### config.mk
export PLATFORM = sky130hd
export DESIGN_NAME = hazard_ctrl
export DESIGN_NICKNAME = d
export VERILOG_FILES = /design/src/rtl/hazard_ctrl_pkg.sv /design/src/rtl/hazard_ctrl_lu_detect.sv /design/src/rtl/hazard_ctrl.sv
export SDC_FILE = /design/constraint.sdc
export NUM_CORES = 1
export LEC_CHECK = 0
export BUFFER_PORTS_ARGS = -buffer_cell sky130_fd_sc_hd__buf_2
export CORE_MARGIN = 8
export CORE_UTILIZATION = 38
export CTS_CLUSTER_DIAMETER = 120
export DETAILED_ROUTE_END_ITERATION = 8
export GPL_ROUTABILITY_DRIVEN = 0
export PLACE_DENSITY = 0.65
export SYNTH_ARGS = -nofsm -noshare
export SYNTH_HDL_FRONTEND = slang
export SYNTH_SLANG_ARGS = --single-unit
### constraint.sdc
create_clock -name clk -period 1.7 [get_ports clk]
set_input_delay 0.085 -clock clk [delete_from_list [all_inputs] [get_ports clk]]
set_output_delay 0.085 -clock clk [all_outputs]
set_load 0.05 [all_outputs]
### src/rtl/hazard_ctrl_pkg.sv
// Shared types for the hazard controller: FSM encoding, pipeline control bundle
// and the freeze patterns used by both RUN entry and the wait states.
package hazard_ctrl_pkg;

   typedef enum logic [1:0] {
      RUN       = 2'd0,
      DMEM_WAIT = 2'd1,
      MD_BUSY   = 2'd2
   } state_e;

   localparam logic [4:0] REG_ZERO = 5'd0;

   typedef struct packed {
      logic pc_stall;
      logic if_id_stall;
      logic if_id_flush;
      logic id_ex_stall;
      logic id_ex_flush;
      logic ex_mem_stall;
      logic mem_wb_flush;
      logic md_err;
   } ctrl_t;

   // A pending data access holds IF..EX and drains a bubble into WB.
   function automatic ctrl_t dmem_freeze();
      ctrl_t c;
      c              = '0;
      c.pc_stall     = 1'b1;
      c.if_id_stall  = 1'b1;
      c.id_ex_stall  = 1'b1;
      c.ex_mem_stall = 1'b1;
      c.mem_wb_flush = 1'b1;
      return c;
   endfunction

   function automatic ctrl_t md_freeze();
      ctrl_t c;
      c              = '0;
      c.pc_stall     = 1'b1;
      c.if_id_stall  = 1'b1;
      c.id_ex_stall  = 1'b1;
      c.ex_mem_stall = 1'b1;
      return c;
   endfunction

endpackage

### src/rtl/hazard_ctrl_lu_detect.sv
// Load-use comparator: flags an ID-stage source that depends on a load in EX.
module hazard_ctrl_lu_detect
   import hazard_ctrl_pkg::*;
(
   input  logic       ex_mem_read,
   input  logic [4:0] ex_rd,
   input  logic [4:0] id_rs1,
   input  logic [4:0] id_rs2,
   input  logic       id_use_rs1,
   input  logic       id_use_rs2,
   output logic       lu_hit
);

   logic rs1_match;
   logic rs2_match;

   assign rs1_match = id_use_rs1 && (id_rs1 == ex_rd);
   assign rs2_match = id_use_rs2 && (id_rs2 == ex_rd);
   // x0 is hardwired zero, so a load targeting it never creates a dependency.
   assign lu_hit    = ex_mem_read && (ex_rd != REG_ZERO) && (rs1_match || rs2_match);

endmodule

### src/rtl/hazard_ctrl.sv
// Stall/flush sequencer for the 5-stage pipeline with DMEM and mul/div freeze FSM.
// Optional macro HAZARD_CTRL_PERF_EN adds saturating stall/flush cycle counters.
module hazard_ctrl
   import hazard_ctrl_pkg::*;
#(
   parameter int MD_TIMEOUT = 64,
   parameter int CNT_W      = 7
) (
   input  logic        clk,
   input  logic        rst,
   input  logic [4:0]  id_rs1,
   input  logic [4:0]  id_rs2,
   input  logic        id_use_rs1,
   input  logic        id_use_rs2,
   input  logic [4:0]  ex_rd,
   input  logic        ex_mem_read,
   input  logic        ex_redirect,
   input  logic        ex_md_start,
   input  logic        md_done,
   input  logic        mem_req,
   input  logic        dmem_ready,
   input  logic        imem_ready,
   output logic        pc_stall,
   output logic        if_id_stall,
   output logic        if_id_flush,
   output logic        id_ex_stall,
   output logic        id_ex_flush,
   output logic        ex_mem_stall,
   output logic        mem_wb_flush,
   output logic        md_err
`ifdef HAZARD_CTRL_PERF_EN
   ,
   output logic [31:0] perf_stall_cnt,
   output logic [31:0] perf_flush_cnt
`endif
);

   localparam logic [CNT_W-1:0] MD_LAST = CNT_W'(MD_TIMEOUT - 1);

   state_e           state_q, state_d;
   logic [CNT_W-1:0] cnt_q, cnt_d;
   ctrl_t            ctrl;
   ctrl_t            ctrl_out;
   logic             lu_hit;

   hazard_ctrl_lu_detect u_lu_detect (
      .ex_mem_read (ex_mem_read),
      .ex_rd       (ex_rd),
      .id_rs1      (id_rs1),
      .id_rs2      (id_rs2),
      .id_use_rs1  (id_use_rs1),
      .id_use_rs2  (id_use_rs2),
      .lu_hit      (lu_hit)
   );

   // NOTE: state registers use non-blocking assignments so every flop samples
   // pre-edge values regardless of process ordering.
   always_ff @(posedge clk or posedge rst) begin
      if (rst) begin
         state_q <= RUN;
         cnt_q   <= '0;
      end else begin
         state_q <= state_d;
         cnt_q   <= cnt_d;
      end
   end

   // NOTE: every signal written here gets a default first, so no path leaves
   // one unassigned and no latch is inferred.
   always_comb begin
      state_d = state_q;
      cnt_d   = cnt_q;
      ctrl    = '0;
      unique case (state_q)
         RUN: begin
            if (mem_req && !dmem_ready) begin
               ctrl    = dmem_freeze();
               state_d = DMEM_WAIT;
            end else if (ex_md_start && !md_done) begin
               ctrl    = md_freeze();
               state_d = MD_BUSY;
               cnt_d   = '0;
            end else if (ex_redirect) begin
               // PC keeps running so it can load the branch target.
               ctrl.if_id_flush = 1'b1;
               ctrl.id_ex_flush = 1'b1;
            end else begin
               if (lu_hit) begin
                  ctrl.pc_stall    = 1'b1;
                  ctrl.if_id_stall = 1'b1;
                  ctrl.id_ex_flush = 1'b1;
               end
               if (!imem_ready) begin
                  ctrl.pc_stall    = 1'b1;
                  // Holding IF_ID for the load-use stall takes precedence over the fetch bubble.
                  ctrl.if_id_flush = !lu_hit;
               end
            end
         end
         DMEM_WAIT: begin
            if (dmem_ready) begin
               state_d = RUN;
            end else begin
               ctrl = dmem_freeze();
            end
         end
         MD_BUSY: begin
            cnt_d = cnt_q + CNT_W'(1);
            if (md_done) begin
               state_d = RUN;
            end else if (cnt_q == MD_LAST) begin
               ctrl.md_err = 1'b1;
               state_d     = RUN;
            end else begin
               ctrl = md_freeze();
            end
         end
         default: state_d = RUN;
      endcase
   end

   assign ctrl_out     = rst ? '0 : ctrl;
   assign pc_stall     = ctrl_out.pc_stall;
   assign if_id_stall  = ctrl_out.if_id_stall;
   assign if_id_flush  = ctrl_out.if_id_flush;
   assign id_ex_stall  = ctrl_out.id_ex_stall;
   assign id_ex_flush  = ctrl_out.id_ex_flush;
   assign ex_mem_stall = ctrl_out.ex_mem_stall;
   assign mem_wb_flush = ctrl_out.mem_wb_flush;
   assign md_err       = ctrl_out.md_err;

`ifdef HAZARD_CTRL_PERF_EN
   logic [31:0] perf_stall_q, perf_stall_d;
   logic [31:0] perf_flush_q, perf_flush_d;

   always_comb begin
      perf_stall_d = perf_stall_q;
      perf_flush_d = perf_flush_q;
      if (pc_stall && (perf_stall_q != '1)) perf_stall_d = perf_stall_q + 32'd1;
      if (if_id_flush && (perf_flush_q != '1)) perf_flush_d = perf_flush_q + 32'd1;
   end

   always_ff @(posedge clk or posedge rst) begin
      if (rst) begin
         perf_stall_q <= '0;
         perf_flush_q <= '0;
      end else begin
         perf_stall_q <= perf_stall_d;
         perf_flush_q <= perf_flush_d;
      end
   end

   assign perf_stall_cnt = perf_stall_q;
   assign perf_flush_cnt = perf_flush_q;
`endif

endmodule

=== Word-level counts from Yosys, hierarchy flattened ===
Index checks and enable logic that the tools add are counted.

* Add/sub/neg operators: 1
* Equal/unequal tests: 10
* Mux-type cells: 27
* Reduce and logical (&&, ||, !) cells: 15

{| class="wikitable"
|+ Operators with widths
! cell !! count
|-
| 8-bit 2-to-1 mux || 4
|-
| 8-bit one-hot mux with 3 select lines || 1
|-
| 7-bit 2-to-1 mux || 3
|-
| 2-bit 2-to-1 mux || 7
|-
| 7-bit one-hot mux with 2 select lines || 1
|-
| 5-bit == test || 2
|-
| 1-bit 2-to-1 mux || 8
|-
| 7-bit by 1-bit adder with 7-bit output, second input constant || 1
|-
| 7-bit by 6-bit == test with 1-bit output, second input constant || 1
|-
| 1-bit logical AND || 6
|-
| 3-bit 2-to-1 mux || 2
|-
| 2-bit != test, second input constant || 3
|-
| 3-bit != test, second input constant || 2
|-
| 2-bit one-hot mux with 3 select lines || 1
|-
| 3-bit AND reduction || 2
|-
| 5-bit nonzero test || 1
|-
| 1-bit logical NOT || 3
|-
| 2-bit by 1-bit == test with 1-bit output, second input constant || 1
|-
| 2-bit == test, second input constant || 1
|-
| 2-bit logical NOT || 1
|-
| 2-bit nonzero test || 1
|-
| 1-bit logical OR || 1
|}

* Register bits after elaboration: 9
* Bits of input ports: 26
* Output and inout bits: 8
* Word-level logic and storage cells: 55

=== Logic depth before layout (Yosys ltp) ===
Gate-level depths: netlist of the first run.

* Word-level depth: 11
* Depth in mapped cells: 5
* Mapped depth without buffers: 5

=== By module ===
Synthesis of the first run repeated with hierarchy kept, for this count alone.

* Cell total of the unflattened synthesis: 83
* Area total of the unflattened synthesis: 701.9 µm²

{| class="wikitable"
|+ Modules (own cells, without submodules)
! module !! instances !! cells each !! area each (µm²) !! sequential area each (µm²)
|-
| hazard_ctrl || 1 || 66 || 568.0 || 225.2
|-
| hazard_ctrl_lu_detect || 1 || 17 || 133.9 || 0.0
|}

=== Worst setup path after synthesis of the first run ===
Ideal clock, no wire load.

* Path kind: flip-flop to output port
* Start point: register state_q[1]
* End point: output port pc_stall
* Arrival time: 2.041 ns
* Required time: 1.615 ns
* Path slack: -0.426 ns
* Stages on the path, launching flop included: 5
* Buffers on the path: 0
* Cells stage by stage: dfrtp_1 > or2_1 > nor3_1 > nand2_1 > o21ai_0

* Longest elaborated chain between the ends: 3
* Elaborated cells on any way between the ends: 5
* Classes of those cells: eq/ne: 2; mux: 2; reduce/logical: 1

{| class="wikitable"
|+ RTL lines
! item !! RTL line !! RTL
|-
| start: declaration || hazard_ctrl.sv:40 || <nowiki>state_e state_q, state_d;</nowiki>
|-
| start signal: assignment || hazard_ctrl.sv:63 || <nowiki>state_q <= state_d;</nowiki>
|-
| 2-bit == test (tied with other cells) || hazard_ctrl.sv:74 || <nowiki>unique case (state_q)</nowiki>
|-
| 8-bit one-hot mux with 3 select lines * || hazard_ctrl.sv:74 ||
|-
| 8-bit 2-to-1 mux * || hazard_ctrl.sv:122 || <nowiki>assign ctrl_out = rst ? '0 : ctrl;</nowiki>
|-
| end: declaration || hazard_ctrl.sv:23 || <nowiki>output logic pc_stall,</nowiki>
|}

Every way passes the cells marked *; elsewhere a longest branch is shown, timed or not.

=== Worst setup path after layout of the first run ===
* Start point: register cnt_q[1]
* End point: output port if_id_stall

* Longest elaborated chain between the ends: 5

{| class="wikitable"
|+ RTL lines
! item !! RTL line !! RTL
|-
| start: declaration || hazard_ctrl.sv:41 || <nowiki>logic [CNT_W-1:0] cnt_q, cnt_d;</nowiki>
|-
| start signal: assignment || hazard_ctrl.sv:64 || <nowiki>cnt_q <= cnt_d;</nowiki>
|-
| 7-bit by 6-bit == test with 1-bit output || hazard_ctrl.sv:111 || <nowiki>end else if (cnt_q == MD_LAST) begin</nowiki>
|-
| 7-bit 2-to-1 mux || hazard_ctrl.sv:111 ||
|-
| 8-bit 2-to-1 mux || hazard_ctrl.sv:109 || <nowiki>if (md_done) begin</nowiki>
|-
| 8-bit one-hot mux with 3 select lines || hazard_ctrl.sv:74 ||
|-
| 8-bit 2-to-1 mux || hazard_ctrl.sv:122 ||
|-
| end: declaration || hazard_ctrl.sv:24 || <nowiki>output logic if_id_stall,</nowiki>
|}

Every way passes these cells.

==> impl_results.md, run 1 <==
- Synthesized area per cell: between 8 and 9 sq um
- Static leakage: 0.534 nW
- Critical Path Slowest Stage Cell: dfrtp_1
- Global-route wire length before repair: about 3900 microns
- Hold violation count in the final report: 0
- Reg2Reg Capture Point: state_q[1]
- Initial antenna violation count: 0
- Power per cell area: ~690 nW/um^2
- Detail Placement HPWL: 1710 microns
- Hold Crit Endpoint: state_q[0]
- Failing checks: setup timing
- Syn-to-layout area delta: 55.1%
- Setup slack, reg-to-reg: between 0.15 and 0.2 ns
- NumNets Final: between 150 and 200
- Vert. Die Dim: a little over 60 microns
- Seq/Total Area, Yosys: 0.295
- Net Sw Frac: 0.373
- Routed len/inst: ~15 microns
- Reg2reg start: cnt_q[1]
- Slew headroom: 0.708
- Post-route ant nets: 0
- Peak Freq: 519 MHz
- RSZ-0062 raised after global routing: yes
- Final Cycle Share: 1.13
- Post-synth cell types: 35
- Total CTS buffers: 3
- Cells after Synth: 90
- Syn_nets: between 100 and 150
- Drt via density: about 5.4
- Async set-reset flop share out of synthesis: 1.00
- Hold path start: dmem_ready
- # DRC: 0
- Logic gate share of total power: 0.455
- Clock share of power: 0.200
- Row cnt: 16
- Arrival @ worst endpoint: 1.84 ns
- CP endpoint kind: output pin
- Total track usage: 0.137
- Max Clock Skew: between 0.0015 and 0.002 ns
- Num Clock Sinks: 9
- Number of synthesized flops with an enable pin: 0
- H-tree level count: 1
- First-pass iteration count of the detailed router: 5
- Worst hold-check path type: in -> reg
- IR drop worst, VDD: between 0.3 and 0.4 mV
- Internal power: between 0.5 and 0.6 mW
- Most frequent cells after synthesis: 9 x dfrtp_1, 8 x xor2_1, 6 x o21ai_0
- Die area: around 3700 sq um
- Clock Pin Slew Worst Setup and Hold Paths: ~0.06 ns
- Most numerous cell in the Yosys netlist: dfrtp_1
- Synth top area cells: dfrtp_1 30%, xor2_1 9.2%, or4_1 4.9%
- YS warnings: 0
- Max incr delay on CP: 0.36 ns
- Largest net degree at the start of global routing: 12
- Drt first-iter violations: 11
- Crit Path Category: reg -> out
- Pre-CTS setup slack: about 0.065 ns
- CP Buf/Inv Count: 1
- Crit-path cells: ha_2 > and3_4 > nand4b_1 > a21o_2 > o21bai_4 > buf_6
- Final Max Slew Viols: 0
- Root Buffer: clkbuf_4
- Synth Register Bits: 9
- Cell Area, Synth: around 760 sq um
- Number of port buffers: 33
- Fillers: 174
- N_diodes: 0
- Total net switching power: a little over 0.3 mW
- Setup violators final: 5
- Commonest register cell after synthesis: dfrtp_1
- Vias in the first global route: 949
- GR Overflow Total: 0
- Run status: finished with violations
- Worst R2R Path Depth: 6
- Cell family with most CP delay: compound AO/OA/AOI/OAI gates
- FF+latch area: approximately 230 sq um
- Tmin final: roughly 1.9 ns
- WHS Path Cells: 3
- Io pins: 34
- WP data required: roughly 1.6 ns
- Clock Latency Late Sink: about 0.26 ns
- Final setup margin: -0.226 ns
- Multi-input gate area: ~560 sq um
- Worst slew pin tran: around 0.43 ns
- Startpoint Class: register
- Core footprint: between 1500 and 2000 sq um
- Clock Tree Buf Depth: 2
- CP Max Fanout: 4
- Vias post-DR: a little under 900
- Initial Utilization: 0.397
- Leading area contributor after synthesis: dfrtp_1
- Max-capacitance violation count: 0
- Layout cells sized above 1: 0.460
- Total power: 0.822 mW
- Final setup TNS: -0.749 ns
- Area share of the largest cell type after synthesis: 0.295
- Sequential fraction of design power: 0.345
- Routed WL: roughly 2400 microns
- CTS tree: done
- Die width: 60.8 microns
==> how the worst max path moves through the flow <==
stage,slack [ns],cells past startpoint,start,endpoint
finish,-0.23,6,cnt_q[1],if_id_stall
global route,-0.30,6,cnt_q[1],pc_stall
CTS,-0.15,6,cnt_q[0],if_id_stall
detailed placement,0.07,5,state_q[1],if_id_flush
global placement,0.08,5,state_q[1],if_id_flush
floorplan,-0.07,4,state_q[1],pc_stall
==> worst register-to-register path: cells and delay by family (launching register included) <==
| kind | cells | cell delay (ns) |
|---|---|---|
| AND/OR/NAND/NOR | 2 | 0.40 |
| flip-flops | 1 | 0.36 |
| buffers and inverters | 2 | 0.33 |
| adder cells (fa/ha/maj) | 1 | 0.19 |
| AO/OA/AOI/OAI | 1 | 0.15 |
==> metrics by stage <==
step | utilization | std cells | hold WS [ns] | area [sq um]
6_report | 0.616 | 164 | 0.163 | 1180
5_1_grt | 0.616 | 164 | 0.184 | 1180
4_1_cts | 0.576 | 160 | 0.147 | 1110
3_5_place_dp | 0.518 | 153 | 0.0920 | 995
3_3_place_gp | 0.518 | 153 | 0.0962 | 995
2_1_floorplan | - | 90 | -0.0871 | 773
==> cells in the final DEF, fill, tap and decap left out, types with 3 or more instances in the layout <==
master and n:
nor2_1 4, inv_1 5, buf_4 11, xor2_1 8
dfrtp_1 8, nand2b_1 3, a21oi_1 4, buf_2 26
nor4_1 3, or4_1 5, o31ai_1 4, nand2_1 5
o21ai_0 5, buf_6 7, nand3_1 4, clkbuf_4 3
==> registers in the layout, summed over array words and instances, names as in the netlist <==
register / count
cnt_q: 7
state_q: 2
==> timing repair <==
item | CTS | global route
gates cloned | 0 | 0
hold endpoints to repair | 9 | 0
resized for setup | 15 | 14
endpoints found under the setup margin | 6 | 7
pin swaps | 3 | 2
setup buffers | 2 | 4
hold buffers | 1 | 0
==> cell families after synthesis <==
logic type | after synthesis | synth area share
AOI/OAI and AO/OA | 27 | 0.243
xor gates and xnor gates | 10 | 0.115
adders and majority gates | 1 | 0.0164
buffers and inverters | 8 | 0.0541
DFF | 9 | 0.295
muxes | 1 | 0.0131
and+or+nand+nor | 34 | 0.264
==> routing by layer <==
layer  routed length (microns)  GRT usage
met5                         0          0
met3                       121     0.0297
met4                        57     0.0598
met2                      1290      0.252
met1                       912      0.145
==> power by group through the flow <==
stage,clock [mW],combinational [mW],sequential (mW)
2_1_floorplan,0,0.195,0.283
3_3_place_gp,0,0.280,0.286
3_5_place_dp,0,0.285,0.289
4_1_cts,0.168,0.311,0.286
5_1_grt,0.182,0.409,0.289
6_report,0.164,0.374,0.284
==> area by class of cell <==
type                       count  share of cell area
clock buffer                   4              0.0222
inverter                       5              0.0159
multi-input combinational     73               0.475
sequential                     9               0.191
tap                           27              0.0285
timing repair buffer          46               0.267
Note: power is estimated with default switching activity, not from simulation.
==> run 2: changes to the inputs <==
==> constraint.sdc (replaced) <==
create_clock -name clk -period 1.7 [get_ports clk]
set_input_delay 0.425 -clock clk [delete_from_list [all_inputs] [get_ports clk]]
set_output_delay 0.425 -clock clk [all_outputs]
set_load 0.05 [all_outputs]
==> impl_results.md, run 2 (same netlist as run 1, synthesis figures left out) <==
- H-tree level count: 1 (unchanged)
- Routed WL: 2560 microns (+7.3%)
- Setup slack, reg-to-reg: 0.24 ns (+0.08 ns)
- Clock Tree Buf Depth: 2 (unchanged)
- Core footprint: 1920 sq um (unchanged)
- Io pins: 34 (unchanged)
- Vert. Die Dim: 60.8 microns (unchanged)
- # DRC: 0 (unchanged)
- CP endpoint kind: output pin
- Clock share of power: 0.190 (-0.010)
- First-pass iteration count of the detailed router: 4 (-1)
- Cts hold-fix bufs: 0 (-1)
- Die area: 3700 sq um (unchanged)
- Failing checks: setup timing
- Layout cells sized above 1: 0.543 (+0.0832)
- Final setup margin: -0.461 ns (-0.235 ns)
- Most frequent cells in the layout: 25 x buf_4, 21 x buf_2, 11 x buf_6
- Startpoint Class: register
- Max FFs per register: 7 (unchanged)
- Crit Path Category: reg -> out
- Static leakage: 0.626 nW (+17%)
- Syn-to-layout area delta: 79.0%
- GR Overflow Total: 0 (unchanged)
- M1 WL: 1120 microns (+23%)
- Drt via density: 5.24 (-3.0%)
- Initial antenna violation count: 0 (unchanged)
- Arrival @ worst endpoint: 1.74 ns (-0.10 ns)
- Total CTS buffers: 3 (unchanged)
- Post-route ant nets: 0 (unchanged)
- Worst R2R Path Depth: 6 (unchanged)
- N_diodes: 0 (unchanged)
- Finished Layout Cells: 178 (+8.5%)
- Reg2Reg Capture Point: state_q[1]
- Worst hold-check path type: in -> async
- Root Buffer: clkbuf_4
- Slew headroom: 0.710 (+0.00172)
- Routed len/inst: 14.4 microns (-1.1%)
- Run status: finished with violations
- Cell area after layout: 1370 sq um (+15%)
- Final Max Slew Viols: 0 (unchanged)
- Largest net degree at the start of global routing: 15 (+3)
- Detail Placement HPWL: 1890 microns (+10%)
- Num Clock Sinks: 9 (unchanged)
- Post-layout util: 0.711 (+0.0951)
- Row cnt: 16 (unchanged)
- Sequential fraction of design power: 0.301 (-0.044)
- NumNets Final: 179 (+8.5%)
- Global-route wire length before repair: 4040 microns (+4.5%)
- Power per cell area: 664 nW/um^2 (-4.4%)
- Placed cell area: 1130 sq um (+14%)
- RSZ-0062 raised after global routing: yes
- Number of port buffers: 33 (unchanged)
- Largest registers: cnt_q x7, state_q x2
- WP data required: 1.27 ns (-0.35 ns)
- CP Max Fanout: 3 (-1)
- Initial Utilization: 0.397 (unchanged)
- Setup violators final: 8 (+3)
- Final Cycle Share: 1.27 (+0.138)
- Logic gate share of total power: 0.510 (+0.055)
- Met3 WL: 102 microns (-16%)
- Highest routed layer: met4
- Total track usage: 0.143 (+0.00588)
- IR drop worst, VDD: 0.591 mV (+79%)
- Critical path capture point: if_id_stall
- Die width: 60.8 microns (unchanged)
- Drt first-iter violations: 15 (+4)
- Max Clock Skew: 0.00415 ns (+0.00235 ns)
- Clock Latency Late Sink: 0.28 ns (+0.02 ns)
- Worst slew pin tran: 0.435 ns (+0.00142 ns)
- Internal power: 0.573 mW (+11%)
- Hold violation count in the final report: 0 (unchanged)
- Cells after DPL: 169 (+10%)
- Net Sw Frac: 0.368 (-0.00585)
- Met2 wire len: 1300 microns (+0.46%)
- Max-capacitance violation count: 0 (unchanged)
- Tmin final: 2.16 ns (+0.235 ns)
- Reg2reg start: cnt_q[1]
- Critical Path Start: cnt_q[1]
- CTS tree: done
- Fillers: 148 (-15%)
- Total net switching power: 0.333 mW (+8.6%)
- Vias in the first global route: 977 (+3.0%)
- Vias post-DR: 933 (+5.3%)
- Largest register by flop count: cnt_q
- Peak Freq: 463 MHz (-11%)
- Most common cell after layout, fill and taps aside: buf_4
- Clock Pin Slew Worst Setup and Hold Paths: 0.06 ns (about the same)
## run 2: changes by cell type in the layout (fill, tap and decap cells not counted), sizes merged
cell	before	now
buf	45	60
dlygate4sd3	1	0
## run 2: how the worst min path moves through the flow
stage	to	slack, ns	cells past startpoint	start
CTS	cnt_q[5]	0.24	3	rst
finish	cnt_q[3]	0.25	3	rst
detailed placement	state_q[0]	0.54	3	rst
floorplan	cnt_q[0]	0.25	1	rst
global route	cnt_q[3]	0.26	3	rst
global placement	state_q[0]	0.53	3	rst
## run 2: final cells by class
cell class,count,area (sq um),share of cell area
multi-input cells,73,601,0.440
repair buffers,60,462,0.338
flip-flops and latches,9,225,0.165
well taps,27,33.8,0.0247
clock buffers,4,26.3,0.0192
inverters,5,18.8,0.0137
## run 2: per-stage QoR
step	worst slack [ns]	total power, mW	hold WS [ns]	TNS (ns)
2_1_floorplan	-0.314	0.484	0.253	-1.43
3_3_place_gp	-0.445	0.628	0.526	-2.52
3_5_place_dp	-0.498	0.644	0.540	-2.67
4_1_cts	-0.456	0.878	0.243	-3.00
5_1_grt	-0.552	0.974	0.256	-3.41
6_report	-0.461	0.907	0.246	-2.77
## run 2: worst max-delay path, stage by stage (launching register included)
cell	delay (ns)
dfrtp_1	0.35
ha_2	0.19
and3_4	0.18
nand4b_1	0.16
a21o_2	0.26
o21bai_4	0.17
buf_6	0.15
## run 2: layer usage
metal  up-vias  GRT usage
li1        455          -
met1       445      0.170
met2        28      0.235
met3         5     0.0381
met4         0     0.0598
met5         -          0
## run 2: power groups by stage
stage | Sequential, mW | Combinational (mW) | Clock (mW)
2_1_floorplan | 0.283 | 0.202 | 0
3_3_place_gp | 0.271 | 0.357 | 0
3_5_place_dp | 0.275 | 0.369 | 0
4_1_cts | 0.272 | 0.429 | 0.177
5_1_grt | 0.279 | 0.505 | 0.189
6_report | 0.273 | 0.462 | 0.172
## run 2: timing repair
action,CTS,global route
setup buffers,3,2
cloned,0,0
pin swaps,9,1
endpoints found under the setup margin,8,8
gates resized for setup,26,16
==> run 3: changes to the inputs <==
- CORE_MARGIN: 8 -> 2
==> impl_results.md, run 3 (same netlist as run 1, synthesis figures left out) <==
- Max Clock Skew: 0.000493 ns (-0.00366 ns)
- CP endpoint kind: output pin
- Number of port buffers: 33 (unchanged)
- Post-route ant nets: 0 (unchanged)
- Die width: 48.8 microns (-20%)
- Sequential fraction of design power: 0.299 (-0.002)
- Layout cells sized above 1: 0.555 (+0.0118)
- Internal power: 0.599 mW (+4.4%)
- Routed len/inst: 13.0 microns (-9.5%)
- Most common cell after layout, fill and taps aside: buf_4
- Largest net degree at the start of global routing: 12 (-3)
- H-tree level count: 1 (unchanged)
- WP data required: 1.27 ns (about the same)
- Largest registers: cnt_q x7, state_q x2
- Global-route wire length before repair: 3940 microns (-2.6%)
- CP Max Fanout: 4 (+1)
- Die area: 2380 sq um (-36%)
- Net Sw Frac: 0.366 (-0.00200)
- Detail Placement HPWL: 1650 microns (-13%)
- Io pins: 34 (unchanged)
- Final Max Slew Viols: 0 (unchanged)
- Worst hold-check path type: in -> async
- Drt first-iter violations: 24 (+9)
- Arrival @ worst endpoint: 1.78 ns (+0.04 ns)
- Setup violators final: 8 (unchanged)
- NumNets Final: 183 (+2.2%)
- Root Buffer: clkbuf_4
- Row cnt: 16 (unchanged)
- Clock Pin Slew Worst Setup and Hold Paths: 0.06 ns (about the same)
- # DRC: 0 (unchanged)
- Total track usage: 0.213 (+0.0696)
- Final setup TNS: -3.14 ns (-0.374 ns)
- Failing checks: setup timing
- Vert. Die Dim: 48.8 microns (-20%)
- Startpoint Class: register
- Core footprint: 1920 sq um (unchanged)
- Clock Tree Buf Depth: 2 (unchanged)
- Logic gate share of total power: 0.522 (+0.012)
- Worst slew pin tran: 0.444 ns (+0.00859 ns)
- Drt via density: 5.21 (-0.52%)
- IR drop worst, VDD: 0.699 mV (+18%)
- Static leakage: 0.645 nW (+3.0%)
- RSZ-0062 raised after global routing: yes
- Largest register by flop count: cnt_q
- Run status: finished with violations
- Most frequent cells in the layout: 29 x buf_4, 20 x buf_2, 14 x buf_6
- Crit Path Category: reg -> out
- N_diodes: 0 (unchanged)
- Initial Utilization: 0.397 (unchanged)
- Tmin final: 2.20 ns (+0.0418 ns)
- Peak Freq: 454 MHz (-1.9%)
- Vias post-DR: 949 (+1.7%)
- Total power: 0.944 mW (+4.1%)
- Num Clock Sinks: 9 (unchanged)
- Max FFs per register: 7 (unchanged)
- Clock share of power: 0.179 (-0.011)
- Initial antenna violation count: 0 (unchanged)
- Max-capacitance violation count: 0 (unchanged)
- Total net switching power: 0.345 mW (+3.5%)
- First-pass iteration count of the detailed router: 4 (unchanged)
- Final Cycle Share: 1.30 (+0.0246)
- Routed WL: 2370 microns (-7.5%)
- CTS tree: done
- Final setup margin: -0.502 ns (-0.0418 ns)
- Total CTS buffers: 3 (unchanged)
- Power per cell area: 673 nW/um^2 (+1.4%)
- Syn-to-layout area delta: 83.8%
- GR Overflow Total: 0 (unchanged)
- Hold violation count in the final report: 0 (unchanged)
- Clock Latency Late Sink: 0.27 ns (about the same)
- Vias in the first global route: 944 (-3.4%)
- Slew headroom: 0.704 (-0.00573)
## run 3: cell type report
type	instances	area [sq um]
fill	137	519
inverter	5	18.8
sequential	9	225
tap	27	33.8
timing repair buffer	64	490
multi-input combinational	73	608
clock buffer	4	26.3
## run 3: worst max-delay path: stages, from the launching register on
cell and delay, ns:
dfrtp_1 0.39, ha_4 0.16, and3_4 0.17, nand4b_1 0.20, a21o_2 0.27, o21bai_4 0.16
buf_6 0.15
## run 3: per-layer routing
| metal | GRT usage | vias to the layer above | routed length, microns |
|---|---|---|---|
| met2 | 0.368 | 27 | 1220 |
| met3 | 0.0460 | 5 | 98 |
| met1 | 0.253 | 450 | 1010 |
| li1 | - | 467 | - |
| met4 | 0.0905 | 0 | 34 |
| met5 | 0 | - | 0 |
## run 3: per-stage QoR
step,instances,setup WS [ns],area [sq um],utilization,hold WS [ns]
final,182,-0.502,1400,0.730,0.263
after global routing,182,-0.574,1400,0.730,0.278
after CTS,178,-0.529,1330,0.691,0.251
after detailed placement,170,-0.484,1140,0.592,0.541
after global placement,170,-0.450,1140,0.592,0.530
after floorplan,90,-0.314,793,-,0.253
## run 3: final timing paths
path	start	end	slack, ns	cells after the start
worst max-delay path	cnt_q[0]	if_id_stall	-0.50	6
worst min-delay path	rst	cnt_q[6]	0.26	3
worst max register to register	cnt_q[0]	state_q[1]	0.07	7
worst min register to register	cnt_q[6]	cnt_q[6]	0.56	2
max in group asynchronous	rst	state_q[1]	1.16	3
min in group clk	cnt_q[6]	cnt_q[6]	0.56	2
## run 3: power by group through the flow
stage	sequential (mW)	clock [mW]	combinational, mW
2_1_floorplan	0.283	0	0.202
3_3_place_gp	0.271	0	0.354
3_5_place_dp	0.274	0	0.363
4_1_cts	0.272	0.175	0.435
5_1_grt	0.287	0.184	0.534
6_report	0.282	0.169	0.493
## run 3: what timing repair did
action / in CTS / in global routing
pin swaps: 11 / 6
setup endpoints to repair: 8 / 8
gates resized for setup: 32 / 9
gates cloned: 0 / 0
buffers inserted: 5 / 4
hold buffers: 0 / 0
